$ cat config.mk
export PLATFORM = sky130hd
export DESIGN_NAME = dmem_arbiter
export DESIGN_NICKNAME = d
export VERILOG_FILES = /design/src/rtl/dmem_arb_pkg.sv /design/src/rtl/dmem_arbiter_rr_arb2.sv /design/src/rtl/dmem_arbiter.sv
export SDC_FILE = /design/constraint.sdc
export NUM_CORES = 1
export LEC_CHECK = 0
export ABC_CLOCK_PERIOD_IN_PS = 4800
export CORE_AREA = 2 2 229 231
export DETAILED_ROUTE_END_ITERATION = 8
export DIE_AREA = 0 0 231 233
export SLEW_MARGIN = 20
export SYNTH_ARGS = -nofsm -noshare
export SYNTH_HDL_FRONTEND = slang
export SYNTH_SLANG_ARGS = --single-unit
$ cat constraint.sdc
create_clock -name clk -period 4.8 [get_ports clk]
set_clock_uncertainty 0.15 [all_clocks]
set_input_delay 1.44 -clock clk [delete_from_list [all_inputs] [get_ports clk]]
set_output_delay 1.44 -clock clk [all_outputs]
set_load 0.02 [all_outputs]
$ cat src/rtl/dmem_arb_pkg.sv
// Shared definitions for the data-memory arbiter.
//   - default address/data width and instruction width
//   - arbiter FSM state encoding
package dmem_arb_pkg;

  localparam int REGSIZE_DEF = 64;
  localparam int BITSIZE_DEF = 32;

  typedef enum logic [1:0] {
    IDLE   = 2'd0,
    ACCESS = 2'd1,
    RESP   = 2'd2
  } arb_state_t;

endpackage

$ cat src/rtl/dmem_arbiter_rr_arb2.sv
// Two-input round-robin picker with its priority pointer.
// Ports:
//   clk, rst_n  : clock, asynchronous active-low reset
//   i_en        : picker may grant this cycle (arbiter idle)
//   i_valid[1:0]: pending requests
//   o_grant[1:0]: one-hot grant (or zero); combinational from i_valid
// Because a grant is only issued while the arbiter accepts, any non-zero
// grant is a completed handshake, which is the only thing that moves the
// pointer.
module rr_arb2 (
  input  logic       clk,
  input  logic       rst_n,
  input  logic       i_en,
  input  logic [1:0] i_valid,
  output logic [1:0] o_grant
);

  // 0: req0 wins a tie, 1: req1 wins a tie
  logic       r_prio;
  logic [1:0] w_grant;

  always_comb begin
    w_grant = 2'b00;
    if (i_en) begin
      if (i_valid == 2'b11) begin
        w_grant = r_prio ? 2'b10 : 2'b01;
      end else begin
        w_grant = i_valid;
      end
    end
  end

  // Prefer the requester that was not just served.
  always_ff @(posedge clk or negedge rst_n) begin
    if (!rst_n) begin
      r_prio <= 1'b0;
    end else if (|w_grant) begin
      r_prio <= ~w_grant[1];
    end
  end

  assign o_grant = w_grant;

endmodule

$ cat src/rtl/dmem_arbiter.sv
// Arbitrates two load/store requesters onto a single Data_memory port.
// Each access takes three cycles: IDLE (handshake), ACCESS (memory strobe),
// RESP (one-cycle completion pulse to the requester that was served).
// Ports:
//   clk, rst_n                  : clock, asynchronous active-low reset
//   reqN_valid/ready/write      : request handshake and store flag (N=0,1)
//   reqN_addr/wdata             : byte address and store data
//   rspN_valid/rdata            : completion pulse and load data
//   Addr, WriteData, MemWrite, MemRead : to Data_memory
//   DMout                       : combinational read data from Data_memory
//   busy                        : access in progress (ACCESS or RESP)
module dmem_arbiter
  import dmem_arb_pkg::*;
#(
  parameter int REGSIZE = REGSIZE_DEF,
  parameter int BITSIZE = BITSIZE_DEF
) (
  input  logic               clk,
  input  logic               rst_n,
  input  logic               req0_valid,
  output logic               req0_ready,
  input  logic               req0_write,
  input  logic [REGSIZE-1:0] req0_addr,
  input  logic [REGSIZE-1:0] req0_wdata,
  output logic               rsp0_valid,
  output logic [REGSIZE-1:0] rsp0_rdata,
  input  logic               req1_valid,
  output logic               req1_ready,
  input  logic               req1_write,
  input  logic [REGSIZE-1:0] req1_addr,
  input  logic [REGSIZE-1:0] req1_wdata,
  output logic               rsp1_valid,
  output logic [REGSIZE-1:0] rsp1_rdata,
  output logic [REGSIZE-1:0] Addr,
  output logic [REGSIZE-1:0] WriteData,
  output logic               MemWrite,
  output logic               MemRead,
  input  logic [REGSIZE-1:0] DMout,
  output logic               busy
);

  // Instruction width is part of the interface only; no logic depends on it.
  localparam int unused_bitsize = BITSIZE;

  arb_state_t         r_state;
  arb_state_t         w_state_next;
  logic               r_write;
  logic [REGSIZE-1:0] r_addr;
  logic [REGSIZE-1:0] r_wdata;
  logic               r_id;
  logic [REGSIZE-1:0] r_rdata;

  logic [1:0]         w_grant;
  logic               w_fire;
  logic               w_idle;

  assign w_idle = (r_state == IDLE);

  rr_arb2 u_rr_arb2 (
    .clk     (clk),
    .rst_n   (rst_n),
    .i_en    (w_idle),
    .i_valid ({req1_valid, req0_valid}),
    .o_grant (w_grant)
  );

  // A grant only exists for an asserted valid, so any grant is a handshake.
  assign w_fire     = |w_grant;
  assign req0_ready = w_grant[0];
  assign req1_ready = w_grant[1];

  always_comb begin
    w_state_next = r_state;
    case (r_state)
      IDLE:    if (w_fire) w_state_next = ACCESS;
      ACCESS:  w_state_next = RESP;
      RESP:    w_state_next = IDLE;
      default: w_state_next = IDLE;
    endcase
  end

  always_ff @(posedge clk or negedge rst_n) begin
    if (!rst_n) begin
      r_state <= IDLE;
      r_write <= 1'b0;
      r_addr  <= '0;
      r_wdata <= '0;
      r_id    <= 1'b0;
      r_rdata <= '0;
    end else begin
      r_state <= w_state_next;
      if (w_fire) begin
        r_id    <= w_grant[1];
        r_write <= w_grant[1] ? req1_write : req0_write;
        r_addr  <= w_grant[1] ? req1_addr  : req0_addr;
        r_wdata <= w_grant[1] ? req1_wdata : req0_wdata;
      end
      // Stores return zero so a requester never sees stale load data.
      if (r_state == ACCESS) begin
        r_rdata <= r_write ? '0 : DMout;
      end
    end
  end

  // Memory port is driven only during ACCESS and is zero otherwise; since
  // reset forces IDLE asynchronously, a strobe in flight drops at once.
  assign Addr      = (r_state == ACCESS) ? r_addr  : '0;
  assign WriteData = (r_state == ACCESS) ? r_wdata : '0;
  assign MemWrite  = (r_state == ACCESS) &&  r_write;
  assign MemRead   = (r_state == ACCESS) && !r_write;

  assign rsp0_valid = (r_state == RESP) && !r_id;
  assign rsp1_valid = (r_state == RESP) &&  r_id;
  assign rsp0_rdata = r_rdata;
  assign rsp1_rdata = r_rdata;

  assign busy = (r_state == ACCESS) || (r_state == RESP);

endmodule

## After elaboration in Yosys (flattened, before gate mapping)

Cells that the tools add are included.

- Input port bits: 326
- Word-level logic and storage cells: 32
- Output and inout bits: 263
- Register bits after elaboration: 197

- Equal/unequal tests: 4
- Muxes and demuxes: 11
- Reductions and logical operators: 9
- Bitwise gates (word level): 1

Operators by type and width:

| operator | number |
|---|---|
| $mux W64 | 5 |
| $mux W2 | 4 |
| $eq A2 B2 Y1 const B | 2 |
| $logic_and A1 B1 Y1 | 4 |
| $pmux W2 S2 | 1 |
| $eq A2 B1 Y1 const B | 1 |
| $logic_not A1 Y1 | 2 |
| $logic_not A2 Y1 | 1 |
| $ne A2 B2 Y1 const B | 1 |
| $reduce_or A2 Y1 | 1 |
| $logic_or A1 B1 Y1 | 1 |
| $mux W1 | 1 |
| $not A1 Y1 | 1 |

## Depth between registers and ports, before layout

Gate-level depths: netlist of the first run.

- Depth after elaboration: 6
- Depth in mapped cells: 8
- Mapped depth without buffers: 5

## Modules after synthesis

From an unflattened synthesis of the first run, not the netlist that was laid out.

- Cells, all modules: 935
- Area, all modules: 9836.9 um^2

Modules (own cells, without submodules):

| module | times used | cells each | area an instance (um^2) | sequential area each (um^2) |
|---|---|---|---|---|
| dmem_arbiter | 1 | 927 | 9775.6 | 4904.7 |
| rr_arb2 | 1 | 8 | 61.3 | 25.0 |

## Worst setup path before layout of the first run

No wires, ideal clock.

- Kind: input to output
- Start: input port req1_valid
- End: output port req1_ready
- Data required time: 3210 ps
- Arrival time: 1906 ps
- Buffers on the path: 1
- Stages on the path: 3
- Slack: 1304 ps
- Path through: nand2_1 > a21oi_2 > buf_2

- Cells in the longest elaborated chain, start to end: 3

RTL lines:

| item | line | source |
|---|---|---|
| from (decl) | dmem_arbiter.sv:27 | `input logic req1_valid,` |
| $eq A2 B2 Y1 | dmem_arbiter_rr_arb2.sv:25 | `if (i_valid == 2'b11) begin` |
| $mux W2 * | dmem_arbiter_rr_arb2.sv:25 |  |
| $mux W2 * | dmem_arbiter_rr_arb2.sv:24 | `if (i_en) begin` |
| to (decl) | dmem_arbiter.sv:28 | `output logic req1_ready,` |

Every way passes the cells marked *; elsewhere a longest branch is shown, timed or not.

## Final worst setup path of the first run

- Start: input port req0_valid
- End: output port req1_ready

- Cells in the longest elaborated chain, start to end: 3

RTL lines:

| item | line | source |
|---|---|---|
| from (decl) | dmem_arbiter.sv:20 | `input logic req0_valid,` |
| $eq A2 B2 Y1 | dmem_arbiter_rr_arb2.sv:25 |  |
| $mux W2 | dmem_arbiter_rr_arb2.sv:25 |  |
| $mux W2 | dmem_arbiter_rr_arb2.sv:24 |  |

No other way between the ends.

==> flow_metrics.py, run 1 <==
metrics = {
    "setup_path": {
        "crit_fanout": 2,
        "path_cells": "clkdlybuf4s50_1 -> buf_4 -> a21oi_4 -> clkdlybuf4s50_1",
        "cp-end-kind": "output pin",
        "cp_data_required_time_ps": 3210,
        "cp_slowest_cell": "clkdlybuf4s50_1",
        "crit_top_cell": "clkdlybuf4s50_1",
        "critPathLaunchType": "primary input",
        "cp_top_family": "buffers and inverters",
        "critPathKind": "in -> out",
        "crit_buf_inv": 3,
        "cpPeakStageDelay_ps": 610,
        "cp.arrival_ps": 2790,
    },
    "clock_tree": {
        "cts_buffer_depth": 2,
        "cts_root_buf": "clkbuf_16",
        "cts_resized": 0,
        "worstSkewPairLatency_ps": 490,
        "post_cts_buffers": 0,
        "htreeDepth": 4,
        "cts.clk_slew.worst_paths_ps": 70,
        "cts_tree": "yes",
        "cts_hold_buffers": 0,
        "cts_buffers": 17,
        "clock-sinks": 197,
    },
    "placement": {
        "gp_congestion": 0.837,
        "portBuffers": 588,
        "dp_hpwl_um": 28400,
    },
    "routing": {
        "drt-pass1-iter-count": 5,
        "vias": 8796,
        "drt_wl_total_um": 38200,
        "drc": 0,
        "drtIter0Drc": 390,
        "wl_per_cell_um": 18.1,
        "ant_nets": 0,
        "vias_per_cell": 4.16,
    },
    "die": {
        "die_w_um": 231,
        "rows": 83,
        "initial_utilization": 0.189,
        "io_pins": 589,
        "die_area_mm2": 0.0538,
        "coreArea_mm2": 0.0511,
        "die_height_um": 233,
    },
    "sta": {
        "setup_violations": 0,
        "fmax_mhz": 228,
        "rsz0062_at_grt": "false",
        "timing.final.crit_share": 0.913,
        "tns_ps": 0,
        "slew_headroom": 0.397,
        "min_period_ps": 4380,
        "hold_viol": 0,
        "worstMarginPinSlew_ps": 905,
        "slew_violations": 0,
    },
    "yosys": {
        "syn-cell-area_mm2": 0.00964,
        "synth.net_count": 1263,
        "yosysWarnings": 0,
        "ys_seq_area_frac": 0.511,
        "synth_seq_cells": 197,
        "synth_cells": 932,
        "yosysUniqueCellTypes": 19,
        "avgSynthCellArea_um2": 10.3,
    },
    "flow_run": {
        "cap_violations": 0,
    },
    "global_routing": {
        "grt_max_degree": 87,
        "grt_pass1_vias": 9358,
        "grt_usage": 0.139,
        "grt_pass1_wl_um": 56400,
        "antenna_found_initial": 1,
        "overflow": 0,
    },
    "pwr": {
        "ir_drop_uv": 276,
        "powerDensity_mw_per_mm2": 614,
        "total_leakage_power_nw": 6.60,
    },
    "cells_and_area": {
        "layout_common_cells": "587 x clkdlybuf4s50_1, 197 x dfrtp_1, 159 x and2_1, 129 x a221o_1, 100 x and2_0",
        "final_common_cell": "clkdlybuf4s50_1",
        "num_antenna_cells": 0,
        "utilization": 0.321,
        "drive_above_1_share": 0.0390,
        "syn_to_final_growth_pct": 70.0,
        "fin_nets": 1754,
    },
    "hold_path": {
        "min_path_type": "reg -> reg",
    },
    "status": {
        "status": "complete, no violations",
    },
}
stage by stage:
stage / worst slack, ps / hold slack (ps) / cells / total power, mW / instance area (um2)
finish: 418 / 382 / 2115 / 10.1 / 16400
floorplan: 1300 / 301 / 932 / 6.14 / 9640
detailed placement: 423 / 367 / 2084 / 8.64 / 15800
global placement: 420 / 349 / 2084 / 8.57 / 15800
CTS: 413 / 384 / 2115 / 10.2 / 16400
global route: 335 / 407 / 2115 / 10.7 / 16400
worst register-to-register path: cells and delay by family (launching register included):
| family | cells | cell delay [ps] |
|---|---|---|
| AO/OA/AOI/OAI | 2 | 530 |
| flip-flops | 1 | 400 |
| adder cells (fa/ha/maj) | 1 | 310 |
| AND/OR/NAND/NOR | 1 | 150 |
| buffers and inverters | 3 | 1520 |
synth_stat cells:
cell type	n	area, um2
clkbuf_2	1	5.00
buf_6	1	11.3
and2_0	100	626
inv_1	67	251
buf_2	30	150
nand2_1	68	255
o22ai_1	1	6.26
dfrtp_1	197	4930
o21ba_2	1	10.0
nor2b_1	2	12.5
buf_4	75	563
a21oi_2	2	17.5
o21ai_2	1	8.76
clkbuf_1	27	101
and2_1	159	995
a221o_1	129	1290
mux2_1	2	22.5
ha_1	5	62.6
o21ai_0	64	320
registers in the layout, indices dropped and copies added, names as in the netlist:
| register | flops |
|---|---|
| r_addr | 64 |
| r_id | 1 |
| r_state | 2 |
| r_wdata | 64 |
| r_write | 1 |
| rsp0_rdata | 64 |
| u_rr_arb2.r_prio | 1 |
layout make-up:
cell class              count  area, um2
fillers                  5252      34700
repair buffers            606       6090
flip-flops and latches    197       4930
multi-input cells         534       3670
well taps                 680        851
clock buffers              21        480
inverters                  67        251
clock inverters            10        120
layer usage:
metal / GRT usage / routed length, um / up-vias / part of all wire
li1: - / - / 4081 / -
met5: 0 / 14 / - / 0.00037
met1: 0.156 / 15000 / 4250 / 0.39
met4: 0.0667 / 1360 / 2 / 0.036
met3: 0.0509 / 2990 / 58 / 0.078
met2: 0.236 / 18800 / 405 / 0.49
report_power, final:
group | leakage [nW] | switching [mW] | internal (mW) | total, mW
Sequential | 2.46 | 0.524 | 2.44 | 2.96
Combinational | 3.84 | 2.86 | 2.72 | 5.58
Clock | 0.292 | 0.693 | 0.822 | 1.52
Total | 6.60 | 4.07 | 5.98 | 10.1
cells by family after synthesis:
logic type	Yosys count	synth area share
AND/OR/NAND/NOR	329	0.196
buffers and inverters	201	0.112
AO/OA/AOI/OAI	198	0.172
flip-flops	197	0.511
adder cells (fa/ha/maj)	5	0.00649
multiplexers	2	0.00234
final timing paths:
check | start | cells after the start | slack, ps | end
worst max-delay path | req0_valid | 4 | 420 | req1_ready
worst min-delay path | r_id$_DFFE_PN0P_ | 1 | 380 | r_id$_DFFE_PN0P_
worst max register to register | r_state[1]$_DFFE_PN0P_ | 7 | 1680 | r_wdata[48]$_DFFE_PN0P_
worst min register to register | r_id$_DFFE_PN0P_ | 1 | 380 | r_id$_DFFE_PN0P_
max in group asynchronous | rst_n | 2 | 2870 | rsp0_rdata[41]$_DFFE_PN0N_
min in group asynchronous | rst_n | 1 | 880 | r_addr[48]$_DFFE_PN0P_
(Power assumes the default switching activity.)
==> run 2, diff against run 1 <==
- CELL_PAD_IN_SITES_DETAIL_PLACEMENT: default -> 0
- CELL_PAD_IN_SITES_GLOBAL_PLACEMENT: default -> 2
- CORE_AREA: 2 2 229 231 -> 2 2 227 229
- DIE_AREA: 0 0 231 233 -> 0 0 229 231
- PLACE_DENSITY_LB_ADDON: default -> 0.1
==> run 2 against run 1 <==
Against the previous run:
- setup slack got worse by 87 ps
- count of clock-buffer cells in the layout is 1 lower
- worst hold slack better by 4.6 ps
- flip-flop and latch count unchanged
- via count is 1.7% lower
- global-route usage increased by 2.8 points
- die area fell by 1.7%
- design area barely moved
- non-clock buffer count shrank 4
- total power increased by 0.20%
- maximum frequency down 1.9%
- critical path type unchanged
- largest power group unchanged
==> flow_metrics.py, run 2 (synthesis gave the netlist of run 1 again) <==
metrics = {
    "status": {
        "status": "complete, no violations",
    },
    "setup_path": {
        "critPathLaunchType": "primary input",
        "crit_top_cell": "clkdlybuf4s50_1",
        "crit-reg2reg-capture": "r_id$_DFFE_PN0P_",
        "worstReg2RegStart": "r_state[1]$_DFFE_PN0P_",
        "cp.arrival_ps": 2880,
        "crit_buf_inv": 3,
        "cp-end-kind": "output pin",
        "cpPeakStageDelay_ps": 620,
        "reg2reg_slack_ps": 1500,
        "endpoint": "req1_ready",
        "cp_data_required_time_ps": 3210,
        "cp_top_family": "buffers and inverters",
        "cp_slowest_cell": "clkdlybuf4s50_1",
        "reg2reg_depth": 7,
        "critPathKind": "in -> out",
        "critPathLaunch": "req0_valid",
        "crit_cells": 4,
        "crit_fanout": 2,
        "path_cells": "clkdlybuf4s50_1 -> buf_4 -> a21oi_4 -> clkdlybuf4s50_1",
    },
    "cells_and_area": {
        "final_cell_area_mm2": 0.0164,
        "drive_above_1_share": 0.0363,
        "utilization": 0.323,
        "fin_nets": 1750,
        "finalNonFillerCells": 2120,
        "syn_to_final_growth_pct": 69.9,
        "final_common_cell": "clkdlybuf4s50_1",
        "layout_common_cells": "587 x clkdlybuf4s50_1, 197 x dfrtp_1, 159 x and2_1, 129 x a221o_1, 100 x and2_0",
    },
    "pwr": {
        "pwr-share-clk": 0.153,
        "p_sw_mw": 4.13,
        "ir_drop_uv": 226,
        "seqPwrFrac": 0.289,
        "intPower_mw": 5.94,
        "swShare": 0.410,
        "powerDensity_mw_per_mm2": 615,
        "power_mw": 10.1,
        "total_leakage_power_nw": 6.57,
        "pwr-share-comb": 0.558,
    },
    "sta": {
        "worstMarginPinSlew_ps": 1090,
        "setup_violations": 0,
        "slew_headroom": 0.275,
        "rsz0062_at_grt": "false",
        "timing.hold.ws_ps": 386,
        "tns_ps": 0,
        "min_period_ps": 4470,
        "timing.final.crit_share": 0.931,
        "fmax_mhz": 224,
        "hold_viol": 0,
        "layout_setup_ws_ps": 331,
        "slew_violations": 0,
    },
    "die": {
        "die_area_mm2": 0.0529,
        "die_w_um": 229,
        "io_pins": 589,
        "coreArea_mm2": 0.0507,
        "rows": 83,
        "initial_utilization": 0.190,
        "die_height_um": 231,
    },
    "flow_run": {
        "cap_violations": 0,
    },
    "global_routing": {
        "grt_usage": 0.167,
        "grt_pass1_vias": 8944,
        "grt_max_degree": 99,
        "grt_pass1_wl_um": 63700,
        "overflow": 0,
        "antenna_found_initial": 17,
    },
    "clock_tree": {
        "cts_root_buf": "clkbuf_16",
        "cts_hold_buffers": 0,
        "cts_buffer_depth": 2,
        "clock-sinks": 197,
        "cts_buffers": 17,
        "cts_tree": "yes",
        "cts.clk_slew.worst_paths_ps": 70,
        "cts_resized": 0,
        "post_cts_buffers": 0,
        "htreeDepth": 4,
        "worstSkewPairLatency_ps": 490,
    },
    "placement": {
        "gp_congestion": 0.752,
        "dpl_cell_area_mm2": 0.0158,
        "portBuffers": 588,
        "dp_hpwl_um": 32300,
        "place_ws_ps": 318,
        "place_inst": 2080,
    },
    "routing": {
        "wl_per_cell_um": 21.1,
        "drt-pass1-iter-count": 4,
        "vias_per_cell": 4.08,
        "ant_nets": 0,
        "drc": 0,
        "drt_wl_total_um": 44700,
        "vias": 8644,
        "drtIter0Drc": 477,
    },
    "hold_path": {
        "min_path_type": "reg -> reg",
    },
}
-- run 2: power by group through the flow --
stage	logic [mW]	registers, mW	clock network, mW
finish	5.62	2.91	1.54
global route	6.06	3.01	1.70
CTS	5.75	2.92	1.64
detailed placement	5.74	2.93	0
global placement	5.75	2.92	0
floorplan	3.12	3.03	0
-- run 2: worst min path at each step --
stage | from | endpoint | depth (start not counted)
floorplan | r_write$_DFFE_PN0P_ | rsp0_rdata[62]$_DFFE_PN0N_ | 1
global placement | r_state[1]$_DFFE_PN0P_ | r_state[1]$_DFFE_PN0P_ | 1
detailed placement | r_id$_DFFE_PN0P_ | r_id$_DFFE_PN0P_ | 1
CTS | r_id$_DFFE_PN0P_ | r_id$_DFFE_PN0P_ | 1
global route | r_id$_DFFE_PN0P_ | r_id$_DFFE_PN0P_ | 1
finish | r_id$_DFFE_PN0P_ | r_id$_DFFE_PN0P_ | 1
-- run 2: cell type report --
cell class                      count  area [um2]
Inverter                           67         251
Clock buffer                       20         467
Fill cell                        5285       34300
Timing Repair Buffer              602        6060
Sequential cell                   197        4930
Multi-Input combinational cell    534        3670
Clock inverter                     11         126
Antenna cell                        9        22.5
Tap cell                          680         851
-- run 2: layer usage --
metal  track usage  part of all wire  wire length (um)  vias to the layer above
li1              -                 -                 -                     4086
met1         0.187              0.39             17500                     4131
met5             0            0.0025               113                        -
met3        0.0813             0.094              4190                       38
met2         0.284              0.50             22300                      373
met4        0.0412             0.013               579                       16
-- run 2: worst register-to-register path: cells and delay by family (launching register included) --
kind	cells	cell delay, ps
adder cells (fa/ha/maj)	1	330
buffers and inverters	3	1720
AND/OR/NAND/NOR	1	160
AO/OA/AOI/OAI	2	450
flip-flops	1	400
==> run 3, diff against run 2 <==
- ABC_CLOCK_PERIOD_IN_PS: 4800 -> 5000
- CORE_AREA: 2 2 227 229 -> 2 2 231 233
- DIE_AREA: 0 0 229 231 -> 0 0 233 235
- clock period: 4.8 -> 5 ns (I/O delays scaled with it)
==> run 3 against run 2 <==
Against the previous run:
- core utilization fell by 0.91 points
- global-route usage increased by 0.15 points
- critical path depth did not move
- via count grew 0.95%
- highest routed layer unchanged
- wire length rose by 3.6%
==> flow_metrics.py, run 3 (synthesis gave the netlist of run 1 again) <==
metrics = {
    "cells_and_area": {
        "fin_nets": 1754,
        "multi_input_area_mm2": 0.00367,
        "final_common_cell": "clkdlybuf4s50_1",
        "utilization": 0.314,
        "drive_above_1_share": 0.0376,
        "syn_to_final_growth_pct": 70.1,
        "layout.filler_cells": 5371,
        "register_area_mm2": 0.00493,
        "final_cell_area_mm2": 0.0164,
        "layout_common_cells": "587 x clkdlybuf4s50_1, 197 x dfrtp_1, 159 x and2_1, 129 x a221o_1, 100 x and2_0",
    },
    "routing": {
        "ant_nets": 0,
        "vias": 8726,
        "wl_per_cell_um": 21.7,
        "drt-pass1-iter-count": 4,
        "drtIter0Drc": 381,
        "vias_per_cell": 4.09,
        "drt_wl_total_um": 46300,
        "drc": 0,
    },
    "sta": {
        "min_period_ps": 4590,
        "tns_ps": 0,
        "hold_viol": 0,
        "slew_violations": 0,
        "slew_headroom": 0.318,
        "rsz0062_at_grt": "false",
        "timing.final.crit_share": 0.919,
        "timing.hold.ws_ps": 379,
        "setup_violations": 0,
        "layout_setup_ws_ps": 406,
        "worstMarginPinSlew_ps": 1020,
        "fmax_mhz": 218,
    },
    "clock_tree": {
        "clock-sinks": 197,
        "cts_resized": 0,
        "worstSkewPairLatency_ps": 480,
        "cts.clk_slew.worst_paths_ps": 70,
        "cts_tree": "yes",
        "cts_root_buf": "clkbuf_16",
        "cts_buffer_depth": 2,
        "post_cts_buffers": 0,
        "cts_hold_buffers": 0,
        "cts_buffers": 17,
        "htreeDepth": 4,
    },
    "setup_path": {
        "reg2reg_slack_ps": 1740,
        "cp.arrival_ps": 2940,
        "cpPeakStageDelay_ps": 650,
        "critPathLaunch": "req1_valid",
        "cp_slowest_cell": "clkdlybuf4s50_1",
        "crit_top_cell": "clkdlybuf4s50_1",
        "critPathKind": "in -> out",
        "crit_buf_inv": 2,
        "cp_data_required_time_ps": 3350,
        "crit-reg2reg-capture": "r_wdata[5]$_DFFE_PN0P_",
        "reg2reg_depth": 7,
        "critPathLaunchType": "primary input",
        "path_cells": "clkdlybuf4s50_1 -> nand2_1 -> a21oi_4 -> clkdlybuf4s50_1",
        "cp_top_family": "buffers and inverters",
        "crit_fanout": 2,
        "worstReg2RegStart": "r_state[1]$_DFFE_PN0P_",
        "cp-end-kind": "output pin",
    },
    "global_routing": {
        "grt_usage": 0.169,
        "grt_max_degree": 80,
        "grt_pass1_wl_um": 65900,
        "grt_pass1_vias": 9073,
        "antenna_found_initial": 19,
        "overflow": 0,
    },
    "die": {
        "die_w_um": 233,
        "rows": 84,
        "die_area_mm2": 0.0548,
        "coreArea_mm2": 0.0522,
        "initial_utilization": 0.185,
        "io_pins": 589,
        "die_height_um": 235,
    },
    "placement": {
        "dp_hpwl_um": 33800,
        "dpl_cell_area_mm2": 0.0158,
        "place_ws_ps": 387,
        "gp_congestion": 0.775,
        "portBuffers": 588,
    },
    "hold_path": {
        "min_path_type": "reg -> reg",
        "min_from": "r_state[1]$_DFFE_PN0P_",
        "hold_path_depth": 1,
        "hold_end": "r_state[1]$_DFFE_PN0P_",
    },
    "pwr": {
        "total_leakage_power_nw": 6.58,
        "powerDensity_mw_per_mm2": 591,
        "ir_drop_uv": 218,
    },
    "flow_run": {
        "cap_violations": 0,
    },
    "status": {
        "status": "complete, no violations",
    },
}
[run 3: cell count changes in the layout (fill, tap and decap cells not counted), moves of 2 or more]
cell	previous run	this run
buf_4	9	13
clkbuf_1	0	2
clkbuf_8	4	6
diode_2	9	11
[run 3: final cells by class]
class,count,area share
inverters,67,0.0153
clock inverters,7,0.00435
flip-flops and latches,197,0.301
well taps,688,0.0525
repair buffers,606,0.371
clock buffers,24,0.0306
multi-input cells,534,0.224
diodes,11,0.00168
[run 3: worst max path at each step]
stage	to	slack, ps	depth (start not counted)
detailed placement	req1_ready	390	4
floorplan	req1_ready	1380	3
global placement	req1_ready	380	4
CTS	req1_ready	390	4
global route	req1_ready	350	4
finish	req1_ready	410	4
[run 3: worst register-to-register path, delay by kind of cell (launching register included)]
family,cells,cell delay [ps]
fa+ha+maj,1,330
flops,1,400
compound gates,2,480
simple gates,1,160
buf+inv,3,1690
[run 3: power breakdown]
| part | internal (mW) | total [mW] | leakage [nW] | switching, mW |
|---|---|---|---|---|
| Sequential | 2.34 | 2.80 | 2.46 | 0.458 |
| Combinational | 2.62 | 5.45 | 3.84 | 2.83 |
| Clock | 0.750 | 1.44 | 0.274 | 0.686 |
[run 3: per-layer routing]
metal | share of wire | global-route usage | up-vias
met2 | 0.50 | 0.286 | 335
met5 | 0.0025 | 0 | -
met3 | 0.090 | 0.0754 | 46
met4 | 0.016 | 0.0494 | 20
met1 | 0.39 | 0.189 | 4236
li1 | - | - | 4089
[run 3: metrics by stage]
stage                     power [mW]  cells
after detailed placement        8.38   2092
after global routing            10.4   2128
after CTS                       9.90   2123
final                           9.69   2134
after floorplan                 5.90    932
after global placement          8.39   2092
